[src/rtl/ecc_ctrl_pkg.sv]
// Shared types for the ECC SRAM scrub controller: FSM states and op source.
package ecc_ctrl_pkg;

   // Port sequencing: IDLE -> ACCESS -> CHECK -> (FIX) -> IDLE.
   typedef enum logic [1:0] {
      StIdle,
      StAccess,
      StCheck,
      StFix
   } ctrl_state_e;

   // Who owns the op currently in flight.
   typedef enum logic {
      SrcBus,
      SrcScrub
   } op_src_e;

endpackage

[src/rtl/sram_scrub_timer.sv]
// Scrub pacing: interval countdown, scrub_due flag, bus-defer counter, scrub address and wrap
// pulse. The controller only tells it when a scrub is issued, when one finishes and when the bus
// won arbitration.
module sram_scrub_timer #(
   parameter int unsigned ADDR_WIDTH     = 10,
   parameter int unsigned SCRUB_INTERVAL = 1024,
   parameter int unsigned MAX_DEFER      = 64
) (
   input  logic                  clk_i,
   input  logic                  rst_ni,
   input  logic                  scrub_enable_i,
   input  logic                  bus_accept_i,
   input  logic                  scrub_issue_i,
   input  logic                  scrub_done_i,
   output logic                  scrub_due_o,
   output logic                  defer_max_o,
   output logic [ADDR_WIDTH-1:0] scrub_addr_o,
   output logic                  scrub_wrap_o
);

   localparam int unsigned TimerW = $clog2(SCRUB_INTERVAL + 1);
   localparam int unsigned DeferW = $clog2(MAX_DEFER + 1);
   localparam logic [TimerW-1:0] TimerLoad = TimerW'(SCRUB_INTERVAL);
   localparam logic [DeferW-1:0] DeferMax  = DeferW'(MAX_DEFER);

   logic [TimerW-1:0]     timer_q, timer_d;
   logic [DeferW-1:0]     defer_q, defer_d;
   logic [ADDR_WIDTH-1:0] addr_q, addr_d;
   logic                  due_q, due_d;
   logic                  wrap_q, wrap_d;
   logic                  expire;

   // Next-state for countdown, due flag, defer count and scrub address.
   always_comb begin
      timer_d = timer_q;
      expire  = 1'b0;
      // Expire on the step that would reach zero so the period is exactly SCRUB_INTERVAL.
      if (scrub_enable_i) begin
         if (timer_q == TimerW'(1)) begin
            expire  = 1'b1;
            timer_d = TimerLoad;
         end else begin
            timer_d = timer_q - TimerW'(1);
         end
      end

      // An expiry while a scrub is already pending is dropped, never queued.
      due_d = (due_q & ~scrub_issue_i) | (expire & ~due_q);

      defer_d = defer_q;
      if (scrub_issue_i) begin
         defer_d = '0;
      end else if (due_q && bus_accept_i && (defer_q != DeferMax)) begin
         defer_d = defer_q + DeferW'(1);
      end

      addr_d = addr_q;
      wrap_d = 1'b0;
      if (scrub_done_i) begin
         addr_d = addr_q + ADDR_WIDTH'(1);
         wrap_d = &addr_q;
      end
   end

   // Pacing state registers.
   always_ff @(posedge clk_i or negedge rst_ni) begin
      if (!rst_ni) begin
         timer_q <= TimerLoad;
         defer_q <= '0;
         addr_q  <= '0;
         due_q   <= 1'b0;
         wrap_q  <= 1'b0;
      end else begin
         timer_q <= timer_d;
         defer_q <= defer_d;
         addr_q  <= addr_d;
         due_q   <= due_d;
         wrap_q  <= wrap_d;
      end
   end

   assign scrub_due_o  = due_q;
   assign defer_max_o  = (defer_q == DeferMax);
   assign scrub_addr_o = addr_q;
   assign scrub_wrap_o = wrap_q;

endmodule

[src/rtl/sram_scrub_ctrl.sv]
// Arbitrates the single ECC SRAM port between bus requests and a background scrubber, and writes
// back decoder-corrected words on correctable read errors. Optional build macro
// SCRUB_ERR_COUNTERS_EN adds saturating correctable/uncorrectable error counters.
module sram_scrub_ctrl
   import ecc_ctrl_pkg::*;
#(
   parameter int unsigned ADDR_WIDTH     = 10,
   parameter int unsigned DATA_WIDTH     = 32,
   parameter int unsigned SCRUB_INTERVAL = 1024,
   parameter int unsigned MAX_DEFER      = 64,
   parameter int unsigned CNT_WIDTH      = 16
) (
   input  logic                  clk_i,
   input  logic                  rst_ni,
   input  logic                  req_valid_i,
   output logic                  req_ready_o,
   input  logic                  req_write_i,
   input  logic [ADDR_WIDTH-1:0] req_addr_i,
   input  logic [DATA_WIDTH-1:0] req_wdata_i,
   output logic                  resp_valid_o,
   output logic [DATA_WIDTH-1:0] resp_rdata_o,
   output logic                  resp_error_o,
   output logic                  mem_clk_en_o,
   output logic [ADDR_WIDTH-1:0] mem_addr_o,
   output logic                  mem_write_en_o,
   output logic [DATA_WIDTH-1:0] mem_write_data_o,
   input  logic [DATA_WIDTH-1:0] mem_read_data_i,
   input  logic                  mem_error_i,
   input  logic                  mem_uncorrectable_i,
   input  logic                  scrub_enable_i,
   output logic                  scrub_wrap_o
`ifdef SCRUB_ERR_COUNTERS_EN
   ,
   output logic [CNT_WIDTH-1:0]  corr_count_o,
   output logic [CNT_WIDTH-1:0]  uncorr_count_o
`endif
);

   ctrl_state_e           state_q, state_d;
   op_src_e               src_q, src_d;
   logic                  op_write_q, op_write_d;
   logic [ADDR_WIDTH-1:0] op_addr_q, op_addr_d;
   logic                  init_q;

   logic                  mem_clk_en_q, mem_clk_en_d;
   logic                  mem_write_en_q, mem_write_en_d;
   logic [ADDR_WIDTH-1:0] mem_addr_q, mem_addr_d;
   logic [DATA_WIDTH-1:0] mem_write_data_q, mem_write_data_d;

   logic                  scrub_due, defer_max;
   logic [ADDR_WIDTH-1:0] scrub_addr;
   logic                  bus_accept, scrub_issue, scrub_done;
   logic                  check_read;

   sram_scrub_timer #(
      .ADDR_WIDTH     (ADDR_WIDTH),
      .SCRUB_INTERVAL (SCRUB_INTERVAL),
      .MAX_DEFER      (MAX_DEFER)
   ) u_timer (
      .clk_i          (clk_i),
      .rst_ni         (rst_ni),
      .scrub_enable_i (scrub_enable_i),
      .bus_accept_i   (bus_accept),
      .scrub_issue_i  (scrub_issue),
      .scrub_done_i   (scrub_done),
      .scrub_due_o    (scrub_due),
      .defer_max_o    (defer_max),
      .scrub_addr_o   (scrub_addr),
      .scrub_wrap_o   (scrub_wrap_o)
   );

   // init_q keeps req_ready low while in reset so every output reads 0 there.
   assign req_ready_o = init_q && (state_q == StIdle) && !(scrub_due && defer_max);
   assign bus_accept  = req_valid_i && req_ready_o;
   assign check_read  = (state_q == StCheck) && !op_write_q;

   // FSM next state; mem_* strobes are computed one state early so they are registered outputs.
   always_comb begin
      state_d          = state_q;
      src_d            = src_q;
      op_write_d       = op_write_q;
      op_addr_d        = op_addr_q;
      mem_clk_en_d     = 1'b0;
      mem_write_en_d   = 1'b0;
      mem_addr_d       = mem_addr_q;
      mem_write_data_d = mem_write_data_q;
      scrub_issue      = 1'b0;
      scrub_done       = 1'b0;
      unique case (state_q)
         StIdle: begin
            if (bus_accept) begin
               src_d          = SrcBus;
               op_write_d     = req_write_i;
               op_addr_d      = req_addr_i;
               mem_clk_en_d   = 1'b1;
               mem_write_en_d = req_write_i;
               mem_addr_d     = req_addr_i;
               if (req_write_i) begin
                  mem_write_data_d = req_wdata_i;
               end
               state_d = StAccess;
            end else if (scrub_due) begin
               src_d        = SrcScrub;
               op_write_d   = 1'b0;
               op_addr_d    = scrub_addr;
               mem_clk_en_d = 1'b1;
               mem_addr_d   = scrub_addr;
               scrub_issue  = 1'b1;
               state_d      = StAccess;
            end
         end
         StAccess: begin
            state_d = StCheck;
         end
         StCheck: begin
            // Scrub advances even on an uncorrectable word; it is simply never written back.
            scrub_done = (src_q == SrcScrub);
            if (!op_write_q && mem_error_i && !mem_uncorrectable_i) begin
               mem_clk_en_d     = 1'b1;
               mem_write_en_d   = 1'b1;
               mem_addr_d       = op_addr_q;
               mem_write_data_d = mem_read_data_i;
               state_d          = StFix;
            end else begin
               state_d = StIdle;
            end
         end
         StFix: begin
            state_d = StIdle;
         end
         default: begin
            state_d = StIdle;
         end
      endcase
   end

   // FSM, latched op and registered SRAM control.
   always_ff @(posedge clk_i or negedge rst_ni) begin
      if (!rst_ni) begin
         state_q          <= StIdle;
         src_q            <= SrcBus;
         op_write_q       <= 1'b0;
         op_addr_q        <= '0;
         init_q           <= 1'b0;
         mem_clk_en_q     <= 1'b0;
         mem_write_en_q   <= 1'b0;
         mem_addr_q       <= '0;
         mem_write_data_q <= '0;
      end else begin
         state_q          <= state_d;
         src_q            <= src_d;
         op_write_q       <= op_write_d;
         op_addr_q        <= op_addr_d;
         init_q           <= 1'b1;
         mem_clk_en_q     <= mem_clk_en_d;
         mem_write_en_q   <= mem_write_en_d;
         mem_addr_q       <= mem_addr_d;
         mem_write_data_q <= mem_write_data_d;
      end
   end

   // Bus response is presented in CHECK, straight from the decoder.
   always_comb begin
      resp_valid_o = (state_q == StCheck) && (src_q == SrcBus);
      resp_rdata_o = '0;
      resp_error_o = 1'b0;
      if (resp_valid_o && !op_write_q) begin
         resp_rdata_o = mem_read_data_i;
         resp_error_o = mem_uncorrectable_i;
      end
   end

   assign mem_clk_en_o     = mem_clk_en_q;
   assign mem_addr_o       = mem_addr_q;
   assign mem_write_en_o   = mem_write_en_q;
   assign mem_write_data_o = mem_write_data_q;

`ifdef SCRUB_ERR_COUNTERS_EN
   logic [CNT_WIDTH-1:0] corr_q, corr_d, uncorr_q, uncorr_d;

   // Saturating error counters, bumped on every checked read (bus or scrub).
   always_comb begin
      corr_d   = corr_q;
      uncorr_d = uncorr_q;
      if (check_read && mem_uncorrectable_i && (uncorr_q != '1)) begin
         uncorr_d = uncorr_q + CNT_WIDTH'(1);
      end
      if (check_read && mem_error_i && !mem_uncorrectable_i && (corr_q != '1)) begin
         corr_d = corr_q + CNT_WIDTH'(1);
      end
   end

   // Counter registers.
   always_ff @(posedge clk_i or negedge rst_ni) begin
      if (!rst_ni) begin
         corr_q   <= '0;
         uncorr_q <= '0;
      end else begin
         corr_q   <= corr_d;
         uncorr_q <= uncorr_d;
      end
   end

   assign corr_count_o   = corr_q;
   assign uncorr_count_o = uncorr_q;
`else
   logic                 unused_check_read;
   logic [CNT_WIDTH-1:0] unused_cnt_width;
   assign unused_check_read = check_read;
   assign unused_cnt_width  = '0;
`endif

endmodule
[config.mk]
export PLATFORM = sky130hd
export DESIGN_NAME = sram_scrub_ctrl
export DESIGN_NICKNAME = d
export VERILOG_FILES = /design/src/rtl/ecc_ctrl_pkg.sv /design/src/rtl/sram_scrub_timer.sv /design/src/rtl/sram_scrub_ctrl.sv
export SDC_FILE = /design/constraint.sdc
export NUM_CORES = 1
export LEC_CHECK = 0
export CORE_MARGIN = 4
export CORE_UTILIZATION = 50
export CTS_BUF_LIST = sky130_fd_sc_hd__clkbuf_8
export DETAILED_ROUTE_END_ITERATION = 7
export GPL_TIMING_DRIVEN = 0
export PLACE_DENSITY_LB_ADDON = 0.25
export SETUP_SLACK_MARGIN = 0.02
export SLEW_MARGIN = 20
export SYNTH_ARGS = -nofsm -noshare
export SYNTH_HDL_FRONTEND = slang
export SYNTH_SLANG_ARGS = --single-unit
[constraint.sdc]
create_clock -name clk_i -period 3.4 [get_ports clk_i]
set_input_delay 0.51 -clock clk_i [delete_from_list [all_inputs] [get_ports clk_i]]
set_output_delay 0.51 -clock clk_i [all_outputs]
set_load 0.1 [all_outputs]
==> metrics.yaml, run 1 <==
layout:
  final_common_cell: "clkdlybuf4s50_1"
  drive_gt1_share_pct: 17.3
  antenna_cells: 0
  stdcell_count: 751
  syn_to_final_growth_pct: 45.0
  final_nets: 724
  layout_common_cells: "clkdlybuf4s50_1 (124), nand2_1 (104), dfrtp_1 (88)"
setup_path:
  cp-start-kind: "flip-flop"
  path_class: "reg2out"
  cp-end-kind: "output port"
  cp.required_ps: 2890
  crit_arrival_ps: 2690
  cp_max_fo: 5
clock_network:
  clk_pin_slew_ps: 100
  tritoncts: "built"
  post_cts_buffers: 0
  clkSinkCount: 89
  clkLatencyLatePin_ps: 350
  numCtsBuffers: 9
  htreeDepth: 3
  cts-root-buf: "clkbuf_8"
  cts_buffer_depth: 2
die:
  core_region_area_mm2: 0.00881
  row_count: 34
  initial_core_util_pct: 51.7
  die-width_um: 103
  num_io_pins: 161
  die_area_mm2: 0.0107
  die_h_um: 103
yosys:
  mappedNetlistNets: 553
  synth-seq-area-share_pct: 48.9
  synth-main-ff-cell: "dfrtp_1"
  ys_types: 55
  synth_edf_count: 0
  ys_ff_latch: 89
  yosysWarningCount: 0
  netlist_instances: 467
  avgSynthCellArea_um2: 9.75
  synth.cell_area_mm2: 0.00455
  async_flop_share_pct: 100
sta:
  hold_violations: 0
  max_slew.worst_pin.slew_ps: 1030
  max-slew-margin-rel_pct: 31.3
  slew_viol_final: 0
  min_period_ps: 3200
  fmax_ghz: 0.312
  finalCritPeriodShare_pct: 94.2
  setup_viol_count_final: 0
  grt_setup_unrepaired: "false"
  clock_skew_ps: 12.9
global_route:
  grt_max_degree: 56
  grt_pass1_vias: 4002
  overflow: 0
  antenna_found_initial: 0
  track_usage_pct: 22.8
  grt_pass1_wl_mm: 19.1
routing:
  drt_iter0_markers: 160
  antenna_left: 0
  first_pass_iters: 5
  viasPerCell: 5.25
  vias: 3942
  routed_wl_mm: 12.2
  wl_per_cell_um: 16.3
  drcViolationCount: 0
worst_hold_path:
  hp-class: "in2async"
placed_design:
  io_buffers: 159
  routabilityCongestion: 0.836
  dp_cells: 735
  hpwl_mm: 9.45
outcome:
  status: "complete, no violations"
run:
  cap_violations: 0
-- critical path, stage by stage, from the launching register on --
cell and delay, ps:
dfrtp_1 380, inv_1 70, ha_1 180, or2b_2 250
nor3_4 80, nor3b_2 220, clkdlybuf4s50_1 1170
-- cell families (layout without fill, tap and decap cells) --
family	after synthesis	in the layout	share of synthesized area (%)
other cells	1	1	0.0823
fa+ha+maj	5	5	1.37
compound gates	47	47	6.98
xor+xnor	16	16	3.08
buf+inv	33	209	3.57
mux	45	45	10.8
simple gates	231	231	25.2
flops	89	89	48.9
-- synth_stat cells, drive strengths merged (11+ instances only) --
cell / count / area (um2)
nand2: 104 / 390
dfrtp: 88 / 2200
and2: 35 / 219
nor2: 35 / 131
mux2: 33 / 372
clkbuf: 15 / 56.3
a21oi: 13 / 65.1
mux2i: 12 / 120
buf: 11 / 80.1
nor3b: 11 / 82.6
-- timing repair --
action	4_1_cts	5_1_grt
hold buffers	0	0
gates cloned	0	0
endpoints found under the setup margin	33	15
resized for setup	94	5
-- stage by stage --
step	hold slack (ps)	setup WS, ps	setup TNS, ps	util (%)	area (um2)
floorplan	214	730	0	-	4560
global placement	478	-1360	-125420	71.4	6290
detailed placement	485	-275	-6290	71.7	6310
CTS	112	112	0	75.0	6600
global route	109	43.1	0	75.0	6600
finish	102	196	0	75.0	6600
-- registers in the layout (all words and copies together), names as in the netlist, 2 cells and up --
name,count
mem_write_data_o,32
u_timer.scrub_addr_o,10
u_timer.defer_q,7
state_q,2
mem_addr_o,10
u_timer.timer_q,11
op_addr_q,10
-- layout make-up --
class,instances,area [um2]
flip-flops and latches,89,2230
fillers,652,2200
multi-input cells,345,2180
repair buffers,160,1650
clock buffers,10,138
plain buffers,26,136
well taps,108,135
clock inverters,6,114
inverters,7,26.3
-- layer usage --
metal	routed length, um	track usage [%]	vias to the layer above
met3	822	4.69	19
li1	-	-	1918
met5	0	0	-
met2	6290	40.4	119
met4	169	6.37	0
met1	4940	28.2	1886
-- final timing paths --
path                                          from                      end  slack, ps  cells past startpoint
setup / recovery                u_timer.defer_q[0]              req_ready_o        200                      6
hold reg to reg            u_timer.scrub_addr_o[2]  u_timer.scrub_addr_o[2]        500                      1
min in group clk_i                  scrub_enable_i       u_timer.timer_q[1]        470                      2
max in group asynchronous                   rst_ni     mem_write_data_o[19]       2670                      2
setup reg to reg                        op_write_q     mem_write_data_o[11]       1310                      5
hold / removal                              rst_ni     u_timer.scrub_wrap_o        100                      1
Power of run 1 is left out: the tool's default activity adds up to more than one toggle a clock period on the data nets, which glitch-free logic cannot reach.
==> run 2, diff against run 1 <==
ABC_AREA = 1   (was unset)
CTS_CLUSTER_DIAMETER = 100   (was unset)
==> run 2 against run 1 <==
  * Clock skew fell by 4.7 ps
  * Maximum frequency increased by 1.1%
  * Area after synthesis is 2.6% higher
  * Sequential share of layout area down 0.53 points
  * Cell count grew 22%
  * Core utilization decreased by 1.7 points
  * First-iteration DRC count is 48% higher
  * Via count rose by 21%
==> metrics.yaml, run 2 <==
yosys:
  yosys.area.top_type_share_pct: 47.1  # was 48.4%
  ys_types: 30  # was 55
  yosysMostFrequentCell: "nand2_1"  # unchanged
  synth.cell_area_mm2: 0.00467  # was 0.00455 mm2
  ys_top_cells_by_count: "nand2_1 (165), dfrtp_1 (88), nor2_1 (81)"  # was nand2_1 (104), dfrtp_1 (88), and2_1 (35), nor2_1 (35), mux2_2 (33)
  synth_area_leaders: "dfrtp_1 (47%), nand2_1 (13%), nand3_1 (6.7%), nor2_1 (6.5%), inv_1 (5.9%)"  # was dfrtp_1 (48%), nand2_1 (8.6%), mux2_2 (8.2%), and2_1 (4.8%), nor2_1 (2.9%)
  yosysWarningCount: 0  # unchanged
  async_flop_share_pct: 100  # unchanged
  synth-main-ff-cell: "dfrtp_1"  # unchanged
  yosys.area.top_type: "dfrtp_1"  # unchanged
  ys_ff_latch: 89  # unchanged
  netlist_instances: 625  # was 467
  synth_edf_count: 0  # unchanged
  avgSynthCellArea_um2: 7.48  # was 9.75 um2
  mappedNetlistNets: 711  # was 553
  synth-seq-area-share_pct: 47.7  # was 48.9%
sta:
  fmax_ghz: 0.315  # was 0.312 GHz
  clock_skew_ps: 8.20  # was 12.9 ps
  slew_viol_final: 0  # unchanged
  finalCritPeriodShare_pct: 93.2  # was 94.2%
  hold_violations: 0  # unchanged
  grt_setup_unrepaired: "false"  # unchanged
  min_period_ps: 3170  # was 3200 ps
  max_slew.worst_pin.slew_ps: 1030  # about the same
  fin_hold_ws_ps: 183  # was 102 ps
  tns_ps: 0  # unchanged
  max-slew-margin-rel_pct: 31.0  # was 31.3%
  setup_viol_count_final: 0  # unchanged
routing:
  routed_wl_mm: 13.6  # was 12.2 mm
  drcViolationCount: 0  # unchanged
  drt_iter0_markers: 237  # was 160
  wl_per_cell_um: 14.9  # was 16.3 um
  first_pass_iters: 4  # was 5
  vias: 4774  # was 3942
  antenna_left: 0  # unchanged
  viasPerCell: 5.23  # was 5.25
outcome:
  status: "complete, no violations"  # unchanged
layout:
  syn_to_final_growth_pct: 43.5  # was 45.0%
  final_nets: 883  # was 724
  multi_input_area_mm2: 0.00202  # was 0.00218 mm2
  drive_gt1_share_pct: 6.48  # was 17.3%
  final_common_cell: "nand2_1"  # was clkdlybuf4s50_1
  largest_reg_flops: 32  # unchanged
  nFillCells: 686  # was 652
  finalInstanceArea_mm2: 0.00671  # was 0.00660 mm2
  antenna_cells: 0  # unchanged
  layout_common_cells: "nand2_1 (165), clkdlybuf4s50_1 (128), dfrtp_1 (88)"  # was clkdlybuf4s50_1 (124), nand2_1 (104), dfrtp_1 (88)
  register_area_mm2: 0.00223  # unchanged
global_route:
  overflow: 0  # unchanged
  antenna_found_initial: 0  # unchanged
  grt_pass1_vias: 4627  # was 4002
  grt_max_degree: 51  # was 56
  grt_pass1_wl_mm: 22.1  # was 19.1 mm
  track_usage_pct: 24.6  # was 22.8%
setup_path:
  cpMaxStageDelayCell: "clkdlybuf4s50_1"  # unchanged
  cp-end-kind: "output port"  # unchanged
  cp_max_fo: 6  # was 5
  slowest_delay_ps: 1170  # about the same
  rrSetupSlack_ps: 1570  # was 1310 ps
  cp.buffers_inverters: 2  # unchanged
  cp.required_ps: 2890  # about the same
  cp-start-kind: "flip-flop"  # unchanged
  path_class: "reg2out"  # unchanged
  crit_arrival_ps: 2660  # was 2690 ps
  crit_family: "buffers and inverters"  # unchanged
  path_cells: "inv_1 > nand2_2 > nor2_2 > nand2_1 > nor2_1 > clkdlybuf4s50_1"  # was inv_1 > ha_1 > or2b_2 > nor3_4 > nor3b_2 > clkdlybuf4s50_1
die:
  die-width_um: 105  # was 103 um
  die_area_mm2: 0.0110  # was 0.0107 mm2
  initial_core_util_pct: 51.1  # was 51.7%
  num_io_pins: 161  # unchanged
  die_h_um: 105  # was 103 um
  core_region_area_mm2: 0.00915  # was 0.00881 mm2
  row_count: 35  # was 34
placed_design:
  dpl_cell_area_mm2: 0.00643  # was 0.00631 mm2
  routabilityCongestion: 0.867  # was 0.836
  io_buffers: 160  # was 159
  hpwl_mm: 10.3  # was 9.45 mm
clock_network:
  cts_buffer_depth: 2  # unchanged
  clk_pin_slew_ps: 80  # was 100 ps
  htreeDepth: 3  # unchanged
  clkSinkCount: 89  # unchanged
  numCtsBuffers: 9  # unchanged
  clkLatencyLatePin_ps: 350  # about the same
  cts-root-buf: "clkbuf_8"  # unchanged
  tritoncts: "built"  # unchanged
run:
  cap_violations: 0  # unchanged
worst_hold_path:
  hp-class: "in2async"  # unchanged
power_and_ir_drop:
  power.density_mw_per_mm2: 1020
  finalPower_mw: 6.87
  leakage_nw: 3.80
  peakVddDrop_mv: 0.758
## run 2: changes by cell type in the layout (fill, tap and decap cells not counted), sizes merged, moves of 12 or more
cell / delta
and2: -35
clkdlybuf4s15: -28
dlymetal6s2s: +25
inv: +71
mux2: -33
mux2i: -12
nand2: +65
nand3: +55
nor2: +52
o21ai: +37
## run 2: metrics by stage
stage,worst slack (ps),instances,utilization (%)
3_3_place_gp,-1380,896,70.1
5_1_grt,70.9,913,73.3
4_1_cts,20.8,913,72.6
6_report,230,913,73.3
3_5_place_dp,319,897,70.3
2_1_floorplan,-290,625,-
## run 2: final timing paths
check | startpoint | cells past startpoint | endpoint
max in group asynchronous | rst_ni | 2 | mem_write_data_o[4]
worst max register to register | u_timer.defer_q[0] | 10 | mem_addr_o[2]
worst min-delay path | rst_ni | 1 | mem_write_data_o[23]
worst max-delay path | state_q[0] | 6 | resp_rdata_o[31]
worst min register to register | u_timer.timer_q[10] | 2 | u_timer.timer_q[10]
min in group clk_i | u_timer.timer_q[10] | 2 | u_timer.timer_q[10]
## run 2: layout make-up
cell class	instances	share of cell area, %
multi-input combinational	429	30.1
clock inverter	4	0.746
tap	111	2.07
inverter	77	4.31
clock buffer	12	2.46
timing repair buffer	161	25.0
buffer	30	2.09
sequential	89	33.2
## run 2: worst register-to-register path: stages, from the launching register on
cell	delay [ps]
dfrtp_1	390
inv_1	80
ha_1	210
nand2_1	60
inv_1	30
nand4_1	150
clkbuf_1	360
nand4_1	220
nand3_1	140
nand2_1	60
nand2_1	60
## run 2: what timing repair did
item,CTS,global route
setup buffers,0,0
gates cloned,0,0
hold buffers,0,0
setup endpoints to repair,5,26
resized for setup,5,26
## run 2: where the power goes
part           internal (mW)  switching, mW  total [mW]
Clock                  0.401          0.373       0.774
Sequential              1.50          0.292        1.79
Combinational           1.03           3.27        4.30
## run 2: metal layers
metal	global-route usage [%]	wire length (um)
met1	31.9	5700
met2	41.7	6730
met3	4.76	773
met4	7.97	365
met5	0	0
## run 2: cell families after synthesis
logic type	share of synthesized area, %
AO/OA/AOI/OAI	6.88
XOR/XNOR	2.81
other	0.0802
buffers and inverters	9.18
flip-flops	47.7
AND/OR/NAND/NOR	32.0
adder cells (fa/ha/maj)	1.34
(Power assumes the default switching activity.)
==> edit 1, RTL diff (config.mk and constraints of run 2) <==
`SCRUB_INTERVAL` is set to 1024 in 2 places; all go to 256.
--- a/src/rtl/sram_scrub_timer.sv
+++ b/src/rtl/sram_scrub_timer.sv
@@ -5,3 +5,3 @@
    parameter int unsigned ADDR_WIDTH     = 10,
-   parameter int unsigned SCRUB_INTERVAL = 1024,
+   parameter int unsigned SCRUB_INTERVAL = 256,
    parameter int unsigned MAX_DEFER      = 64
--- a/src/rtl/sram_scrub_ctrl.sv
+++ b/src/rtl/sram_scrub_ctrl.sv
@@ -8,3 +8,3 @@
    parameter int unsigned DATA_WIDTH     = 32,
-   parameter int unsigned SCRUB_INTERVAL = 1024,
+   parameter int unsigned SCRUB_INTERVAL = 256,
    parameter int unsigned MAX_DEFER      = 64,
Check against the original RTL: same outputs for any inputs over 4 cycles, from zero or initial values and one cycle with rst_ni low; that may be too few to reach the edited logic, so the function may still have changed.
==> edit 1 against run 2 <==
Sequential cell count shrank 2; cell count shrank 4.7%; critical path type unchanged; design area shrank 4.3%; sequential share of layout area grew 0.70 points; wire length grew 1.3%; area after synthesis shrank 3.7%; worst setup slack lost 110 ps; power shrank 7.9%; synthesized cell count shrank 6.4%.
==> edit 1: results (changes against run 2) <==
- Outcome: finished, final reports clean
- Clk_skew: 11.25 ps (+3.046 ps)
- Top layer in use: met4
- Top cells by area, synth: dfrtp_1 (48%), nand2_1 (13%), nor2_1 (6.8%)
- Sequential power share: 0.266 (+0.005)
- Synth Area in Compound Gates: 0.07312 (+0.004308)
- Tot Pwr: 6.326 mW (-7.9%)
- Worst vdd ir: 0.0004764 V (-37%)
- Net Switching: 3.585 mW (-9.0%)
- Total track usage: 0.2589 (+0.01290)
- Min setup slack post-route: 122.2 ps (-107.7 ps)
- Metal3 WL: 1046 um (+35%)
- Synth top cells by count: nand2_1 (152), dfrtp_1 (86), nor2_1 (81), nand3_1 (56), inv_1 (54)
- Vias per inst: 5.259 (+0.57%)
- WL met1: 5369 um (-5.8%)
- Critical Path Sink: resp_rdata_o[31]
- First-pass GRT wire length: 21470 um (-2.7%)
- Critical Path AT: 2770 ps (+110 ps)
- Seq/Total Area, Yosys: 0.4840 (+0.007174)
- Detailed Route WL: 13750 um (+1.3%)
- Synth cell types: 33 (+10%)
- WL met2: 6932 um (+3.0%)
- CP peak stage delay: 1150 ps (-20 ps)
- Fill cell count: 657 (-4.2%)
- Worst-path clk slew: around 90 ps
- Number of cells on the worst reg-to-reg path: 11 (+1)
- Post_cts resized: 33 (+28)
- Max reg flops: 32 (unchanged)
- Post-DP Area: 0.006347 mm^2 (-1.3%)
- Diode count: 0 (unchanged)
- Met3 Usage GRT: 0.03789 (-0.009671)
- Reg-to-reg endpoint: mem_write_data_o[15]
- Share of cells above drive strength 1: 0.1535 (+0.08871)
- Nets: 843 (-4.5%)
- Xor/xnor cell area share of the yosys netlist: 0.03114 (+0.003025)
- Routability cong.: 0.8601 (-0.75%)
- Fraction of synthesized area in multiplexers: 0.002502 (+0.002502)
- Slew @ Worst Pin: 1050 ps (+18.32 ps)
- Slowest-stage cell, CP: clkdlybuf4s50_1
- Met2 Resource Use GR: 0.4563 (+0.03979)
- Static leakage: 3.251 nW (-14%)
- Iteration-0 DRC count of the detailed router: 206 (-13%)
- Met1 global-route usage: 0.3186 (about the same)
- Critical path startpoint: state_q[0]
- Pin count of the biggest net entering global routing: 47 (-7.8%)
- Mapped Nets: 671 (-5.6%)
- Vias in the first global route: 4531 (-2.1%)
- Clk pwr: 0.796 mW (+2.8%)
- Post-DP HPWL: 10410 um (+1.3%)
- Worst-skew pair later-pin latency: between 300 and 400 ps
- CP max FO: 6 (unchanged)
- Post-synthesis adder-cell area fraction: 0.01390 (+0.0005136)
- Drt first pass iters: 5 (+1)
[edit 1: changes by cell type after synthesis, moves of 3 or more]
cell | run 2 | this run
buf_4 | 3 | 0
buf_6 | 0 | 3
xnor2_1 | 1 | 4
inv_1 | 73 | 54
nand2_1 | 165 | 152
nand3_1 | 63 | 56
[edit 1: through the flow]
step                      cells  utilization  TNS [ps]  hold WS (ps)
after global placement      853       0.7250   -106530         447.2
after CTS                   870       0.7492         0         154.7
after detailed placement    854       0.7278         0         453.2
final                       870       0.7364         0         146.0
after floorplan             585            -     -1770         214.4
after global routing        870       0.7364         0         180.7
[edit 1: area by class of cell]
type / count / share of cell area
Buffer: 30 / 0.02357
Clock buffer: 9 / 0.01929
Clock inverter: 7 / 0.01500
Inverter: 60 / 0.03546
Multi-Input combinational cell: 408 / 0.3158
Sequential cell: 87 / 0.3392
Tap cell: 108 / 0.02104
Timing Repair Buffer: 161 / 0.2307
==> edit 2, RTL diff (flow settings as in run 2) <==
Without the edit above. The 4 states of `ctrl_state_e` get a one-hot encoding in 4 bits.
--- a/src/rtl/ecc_ctrl_pkg.sv
+++ b/src/rtl/ecc_ctrl_pkg.sv
@@ -4,7 +4,7 @@
    // Port sequencing: IDLE -> ACCESS -> CHECK -> (FIX) -> IDLE.
-   typedef enum logic [1:0] {
-      StIdle,
-      StAccess,
-      StCheck,
-      StFix
+   typedef enum logic [3:0] {
+      StIdle   = 4'b0001,
+      StAccess = 4'b0010,
+      StCheck  = 4'b0100,
+      StFix    = 4'b1000
    } ctrl_state_e;
Function: no difference found for any inputs over 4 cycles, from zero or initial values and one cycle with rst_ni low; so few cycles prove little.
==> edit 2 against run 2 <==
Sequential cell count grew 2; worst setup slack lost 38 ps; area after synthesis grew 2.4%; wire length grew 0.94%; largest cell class unchanged; fmax shrank 1.2%; via count grew 0.48%; critical path type unchanged; design area shrank 1.1%; critical endpoint is now resp_rdata_o[22]; power shrank 5.1%; combinational power shrank 5.6%.
==> edit 2: results (changes against run 2) <==
- Met1 global-route usage: 0.3061 (-0.01267)
- Layout sequential cell count: 91 (+2.2%)
- Share of cells above drive strength 1: 0.09541 (+0.03057)
- Outcome: finished, final reports clean
- Clk_skew: 10.90 ps (+2.702 ps)
- Total track usage: 0.2490 (+0.002996)
- Worst vdd ir: 0.001080 V (+42%)
- Post-DP HPWL: 10750 um (+4.6%)
- Non-clk invs: 82 (+6.5%)
- Combined area of the multi-input logic cells: 0.002073 mm^2 (+2.7%)
- Sequential share of cell area: 0.3438 (+0.01156)
- Nonclk buf count: 188 (-1.6%)
- Mapped Nets: 737 (+3.7%)
- Vias per inst: 5.013 (-4.1%)
- Synth cell types: 32 (+6.7%)
- Detailed Route WL: 13700 um (+0.94%)
- Placed cells: 941 (+4.9%)
- Fill cell count: 785 (+14%)
- Critical Path AT: 2700 ps (+40 ps)
- CP max FO: 10 (+4)
- # clk buffers: 10 (-2)
- Seq/Total Area, Yosys: 0.4763 (-0.0005008)
- Routability cong.: 0.8576 (-1.0%)
- Pin count of the biggest net entering global routing: 58 (+14%)
- Met3 Usage GRT: 0.04715 (-0.0004077)
- Post-DP Area: 0.006576 mm^2 (+2.2%)
- Signal buf overhead: 0.2458 (-0.02518)
- Met2 Resource Use GR: 0.4358 (+0.01928)
- First-pass GRT wire length: 22510 um (+2.0%)
- Reg area: 0.002280 mm^2 (+2.3%)
[edit 2: critical path, stage by stage, from the launching register on]
cell and delay [ps]:
dfrtp_1 420, nor2_1 130, nand2_2 160, nor2_2 160
nand2_1 210, clkbuf_1 280, nor2_1 130, clkdlybuf4s15_1 840
[edit 2: where the power goes]
part	switching, mW	leakage, nW	total, mW	internal [mW]
combinational	3.11	2.29	4.06	0.949
sequential	0.273	1.18	1.78	1.51
clock	0.390	0.0901	0.676	0.286
total	3.77	3.56	6.52	2.74
[edit 2: metal layers]
metal / wire length, um / part of all wire / vias to the layer above
met2: 7040 / 0.51 / 156
met4: 295 / 0.022 / 0
met3: 781 / 0.057 / 23
met1: 5577 / 0.41 / 2257
met5: 0 / 0 / -
li1: - / - / 2361
[edit 2: path summary, 6_finish.rpt]
check	end	slack (ps)	cells past startpoint	start
setup / recovery	resp_rdata_o[22]	190	7	state_q[1]
hold / removal	u_timer.timer_q[0]	90	1	rst_ni
setup reg to reg	mem_write_data_o[25]	1540	8	state_q[0]
hold reg to reg	op_addr_q[5]	490	2	op_addr_q[5]
max in group asynchronous	state_q[0]	2640	2	rst_ni
min in group clk_i	op_addr_q[5]	490	2	op_addr_q[5]
[edit 2: logic make-up after synthesis]
group,synth area share
other cells,0.0007836
compound gates,0.06118
xor+xnor,0.02562
buf+inv,0.09098
fa+ha+maj,0.01307
simple gates,0.3320
flops,0.4763
[edit 2: timing repair]
item,CTS,global route
buffers inserted,0,0
cloned,0,0
gates resized for setup,31,59
setup endpoints to repair,31,33
endpoints found under the hold margin,0,0
[edit 2: metrics by stage]
stage               worst slack [ps]  TNS, ps
floorplan                     -365.9   -11480
global placement               -1429  -127530
detailed placement             196.1        0
CTS                            66.96        0
global route                   20.48        0
finish                         192.0        0
